### config.mk
export PLATFORM = sky130hd
export DESIGN_NAME = con_u_cmp
export DESIGN_NICKNAME = d
export VERILOG_FILES = /design/src/rtl/con_pkg.sv /design/src/rtl/con_eval.sv /design/src/rtl/con_u_cmp.sv
export SDC_FILE = /design/constraint.sdc
export NUM_CORES = 1
export LEC_CHECK = 0
export CAP_MARGIN = 0
export CORE_MARGIN = 2
export CORE_UTILIZATION = 45
export DETAILED_ROUTE_END_ITERATION = 8
export PLACE_DENSITY = 0.84
export SLEW_MARGIN = 20
export SYNTH_ARGS = -nofsm -noshare
export SYNTH_HDL_FRONTEND = slang
export SYNTH_SLANG_ARGS = --single-unit
### constraint.sdc
create_clock -name clk -period 3.31 [get_ports clk]
set_clock_uncertainty 0.15 [all_clocks]
set_input_delay 0.993 -clock clk [delete_from_list [all_inputs] [get_ports clk]]
set_output_delay 0.993 -clock clk [all_outputs]
set_load 0.03 [all_outputs]
### src/rtl/con_pkg.sv
// Shared types for the condition unit: condition-code encoding, operand-tracking
// states and the binary-code classifier.
package con_pkg;

   typedef enum logic [3:0] {
      C_NEVER  = 4'd0,
      C_ALWAYS = 4'd1,
      C_EQZ    = 4'd2,
      C_NEZ    = 4'd3,
      C_GEZ    = 4'd4,
      C_LTZ    = 4'd5,
      C_EQ     = 4'd6,
      C_NE     = 4'd7,
      C_LT     = 4'd8,
      C_GE     = 4'd9,
      C_LTU    = 4'd10,
      C_GEU    = 4'd11,
      C_GT     = 4'd12,
      C_LE     = 4'd13,
      C_RSV14  = 4'd14,
      C_RSV15  = 4'd15
   } cond_e;

   typedef enum logic [0:0] {
      EMPTY    = 1'b0,
      A_LOADED = 1'b1
   } state_e;

   // Binary codes are the contiguous block C_EQ..C_LE that compare against operand A.
   function automatic logic is_binary(input cond_e c);
      return (c >= C_EQ) && (c <= C_LE);
   endfunction

endpackage

### src/rtl/con_eval.sv
// Combinational condition evaluator: decodes the condition field and compares
// operand A with the bus, flagging codes that have no defined meaning.
module con_eval
   import con_pkg::*;
#(
   parameter int w  = 32,
   parameter int cw = 4
) (
   input  logic [cw-1:0] code,
   input  logic [w-1:0]  a,
   input  logic [w-1:0]  bus,
   output logic          result,
   output logic          reserved
);

   logic                upper_set;
   logic signed [w-1:0] sa;
   logic signed [w-1:0] sb;
   cond_e               c;

   // Any set bit above the 4-bit code space lands in the reserved range.
   if (cw > 4) begin : g_upper
      assign upper_set = |code[cw-1:4];
   end else begin : g_no_upper
      assign upper_set = 1'b0;
   end

   assign c  = cond_e'(code[3:0]);
   assign sa = $signed(a);
   assign sb = $signed(bus);

   always_comb begin
      result   = 1'b0;
      reserved = 1'b0;
      if (upper_set) begin
         reserved = 1'b1;
      end else begin
         case (c)
            C_NEVER:  result = 1'b0;
            C_ALWAYS: result = 1'b1;
            C_EQZ:    result = (bus == '0);
            C_NEZ:    result = (bus != '0);
            C_GEZ:    result = ~bus[w-1];
            C_LTZ:    result = bus[w-1];
            C_EQ:     result = (a == bus);
            C_NE:     result = (a != bus);
            C_LT:     result = (sa < sb);
            C_GE:     result = (sa >= sb);
            C_LTU:    result = (a < bus);
            C_GEU:    result = (a >= bus);
            C_GT:     result = (sa > sb);
            C_LE:     result = (sa <= sb);
            default:  reserved = 1'b1;
         endcase
      end
   end

endmodule

### src/rtl/con_u_cmp.sv
// Condition unit with a captured compare operand: holds operand A, tracks whether
// it is loaded, and registers the condition result with valid and error status.
module con_u_cmp
   import con_pkg::*;
#(
   parameter int w     = 32,
   parameter int cw    = 4,
   parameter int c_lsb = 0
) (
   input  logic         clk,
   input  logic         rst,
   input  logic [w-1:0] bus,
   input  logic [w-1:0] IR,
   input  logic         con_lda,
   input  logic         con_in,
   output logic         con_out,
   output logic         con_valid,
   output logic         a_valid,
   output logic         con_err
);

   logic [cw-1:0] code;
   logic [w-1:0]  a_reg;
   state_e        state;
   logic          eval_result;
   logic          eval_reserved;
   logic          code_binary;
   logic          eval_err;
   logic          unused_ir;

   assign code      = IR[c_lsb +: cw];
   assign unused_ir = ^IR;

   con_eval #(
      .w  (w),
      .cw (cw)
   ) u_eval (
      .code     (code),
      .a        (a_reg),
      .bus      (bus),
      .result   (eval_result),
      .reserved (eval_reserved)
   );

   assign code_binary = !eval_reserved && is_binary(cond_e'(code[3:0]));
   assign eval_err    = eval_reserved || (code_binary && (state == EMPTY));
   assign a_valid     = (state == A_LOADED);

   // A load in the same cycle as a consuming compare wins: the compare used the old A.
   always_ff @(posedge clk or posedge rst) begin
      if (rst) begin
         con_out   <= 1'b0;
         con_valid <= 1'b0;
         con_err   <= 1'b0;
         a_reg     <= '0;
         state     <= EMPTY;
      end else begin
         con_valid <= con_in;
         if (con_in) begin
            con_out <= eval_err ? 1'b0 : eval_result;
            con_err <= eval_err;
         end
         if (con_lda) begin
            a_reg <= bus;
            state <= A_LOADED;
         end else if (con_in && code_binary && (state == A_LOADED)) begin
            state <= EMPTY;
         end
      end
   end

endmodule

==> results.yml <==
run_status:
  status: "complete, no violations"
setup_path:
  crit_type: "input pin to flop"
  reg2reg_from: "a_reg[25]$_DFFE_PP0P_"
  worstPathArrival_ps: 3320
  crit_required_ps: 3350
  end_kind: "flop"
  worstPathMaxFanout: 4
  startpoint: "bus[29]"
  start_kind: "input pin"
grt:
  grt_max_degree: 37
  gr-total-overflow: 0
  grt_first_pass_wirelength_mm: 11.0
  grt_pass1_vias: 2450
  antenna_found_initial: 0
  track_usage_pct: 23.1
timing:
  setup_viol_count_final: 0
  tns_ps: 0
  setup_slack_ps: 37.3
  period_share_pct: 98.9
  maxSlewHeadroom_pct: 67.2
  hold_viol: 0
  hold_ws_ps: 368
  fmax_mhz: 306
  slew_violations: 0
  worst_pin_slew_ps: 492
  post-route-min-period_ps: 3270
drt:
  route.detailed.drc: 0
  drt-total-wl_mm: 7.05
  viasPerCell: 5.56
  wire_per_inst_um: 17.0
  dr.first_iter.drc_count: 117
  first_pass_iters: 4
  ant_nets: 0
  num_vias: 2303
synthesis:
  yosysWarnings: 0
  syn_area_um2: 2440
  synthCells: 242
  synth_edf_count: 0
  syn_nets: 342
  seq_area_frac_synth_pct: 36.9
  async_reset_ff_share_pct: 100
  avgSynthCellArea_um2: 10.1
  synth.ff_latch_count: 36
  yosysUniqueCellTypes: 45
  synth_flop_cell: "dfrtp_1"
clocking:
  cts_max_level: 2
  cts_buffer_depth: 2
  cts-root-buf: "clkbuf_8"
  numCtsBuffers: 5
  path_clk_slew_ps: 80
  cts_sinks: 36
  cts_tree: "done"
  clock_latency_ps: 310
place:
  gp_congestion: 0.852
  place_ws_ps: -687
  dp.cells: 400
  place_area_um2: 3320
  portBuffers: 43
  hpwlAfterDp_mm: 4.23
die:
  rows: 26
  die_x_um: 77.7
  die-area_um2: 6040
  fp.dieH_um: 77.7
  start_util_pct: 47.2
  coreArea_um2: 5170
  ios: 72
finish:
  final_util_pct: 74.1
  largest_register_ff_count: 32
  nets: 443
  fin_area_um2: 3830
  fill_cells: 330
  syn2layout_area_growth_pct: 56.9
  drive_above_1_share_pct: 48.8
  diodes: 0
  fin_cells: 414
power:
  power_density_nw_per_um2: 350
  peakVddDrop_mv: 0.208
  total_power_mw: 1.34
  p_leak_nw: 1.75
min_path:
  hold_path.class: "flop to flop"
  hp-start: "a_reg[12]$_DFFE_PP0P_"
job:
  maxCapViolations: 0
## timing repair
item | CTS | global route
pin swaps | 26 | 16
buffers inserted | 1 | 5
hold buffers | 0 | 0
setup endpoints to repair | 1 | 1
resized for setup | 62 | 58
gates cloned | 0 | 0
## final cells by class
cell class                      count  area [um^2]  share of cell area [%]
Timing Repair Buffer               99          837                    21.8
Clock buffer                        6         82.6                    2.15
Sequential cell                    36          901                    23.5
Clock inverter                      2         10.0                   0.261
Tap cell                           70         87.6                    2.28
Inverter                           38          143                    3.72
Multi-Input combinational cell    163         1770                    46.2
## per-layer routing
layer	part of all wire, %	GRT usage (%)	up-vias
li1	-	-	1082
met1	38	25.5	1107
met2	53	42.1	78
met3	4.2	4.88	36
met4	4.9	10.5	0
met5	0	0	-
## Yosys cell counts, drive strengths merged, types with 3 or more instances
master / number / area [um^2]
nor3: 3 / 15.0
nor4: 10 / 62.6
o21ai: 8 / 43.8
clkbuf: 4 / 15.0
nand2: 10 / 37.5
nand3: 3 / 15.0
nor2: 8 / 30.0
mux2: 31 / 349
ha: 32 / 400
nand4: 10 / 68.8
a21oi: 17 / 92.6
dfrtp: 36 / 901
or4: 3 / 26.3
inv: 38 / 143
## where the power goes
part	internal [mW]	switching [mW]	leakage, nW
combinational	0.260	0.220	1.27
clock	0.166	0.174	0.0510
sequential	0.484	0.0383	0.422
## critical path: stages
cell             delay (ps)
clkdlybuf4s15_1         220
inv_2                    60
ha_4                    250
nand4_4                 110
nor3_1                   70
a22o_1                  230
or4_4                   430
or3b_4                  430
a21oi_4                 160
o32ai_2                 100
a311o_1                 270
## worst paths after layout
check | end | slack [ps] | depth (start not counted)
min in group asynchronous | a_reg[18]$_DFFE_PP0P_ | 940 | 3
worst max register to register | con_out$_DFFE_PP0P_ | 540 | 9
worst min-delay path | a_reg[12]$_DFFE_PP0P_ | 370 | 1
worst max-delay path | con_out$_DFFE_PP0P_ | 40 | 11
max in group asynchronous | a_reg[15]$_DFFE_PP0P_ | 1710 | 3
worst min register to register | a_reg[12]$_DFFE_PP0P_ | 370 | 1
## logic make-up after synthesis
family                   Yosys count  share of synthesized area, %
buffers and inverters             43                          6.66
XOR/XNOR                           2                         0.717
AND/OR/NAND/NOR                   55                          12.7
flip-flops                        36                          36.9
AO/OA/AOI/OAI                     41                          11.6
adder cells (fa/ha/maj)           33                          16.8
multiplexers                      32                          14.7
## layout by cell type (no fill, tap or decap), types with 2 or more instances in the layout
cell type and count:
or4_1 2, clkinv_2 2, clkdlybuf4s15_1 8, mux2_2 31, ha_4 22, a21oi_2 3, o21ai_2 2, nand3_1 3
clkbuf_2 7, a21oi_4 2, dlygate4sd2_1 6, nand4_1 9, or3_1 2, inv_2 18, ha_1 9, dlymetal6s2s_1 10
a21o_1 2, a21oi_1 12, nor4_1 9, clkbuf_8 6, nand2_1 10, nor2_1 5, nor2_2 3, o21ai_1 5
buf_4 55, clkdlybuf4s50_1 12, inv_1 20, dfrtp_1 36
(Power assumes the default switching activity.)
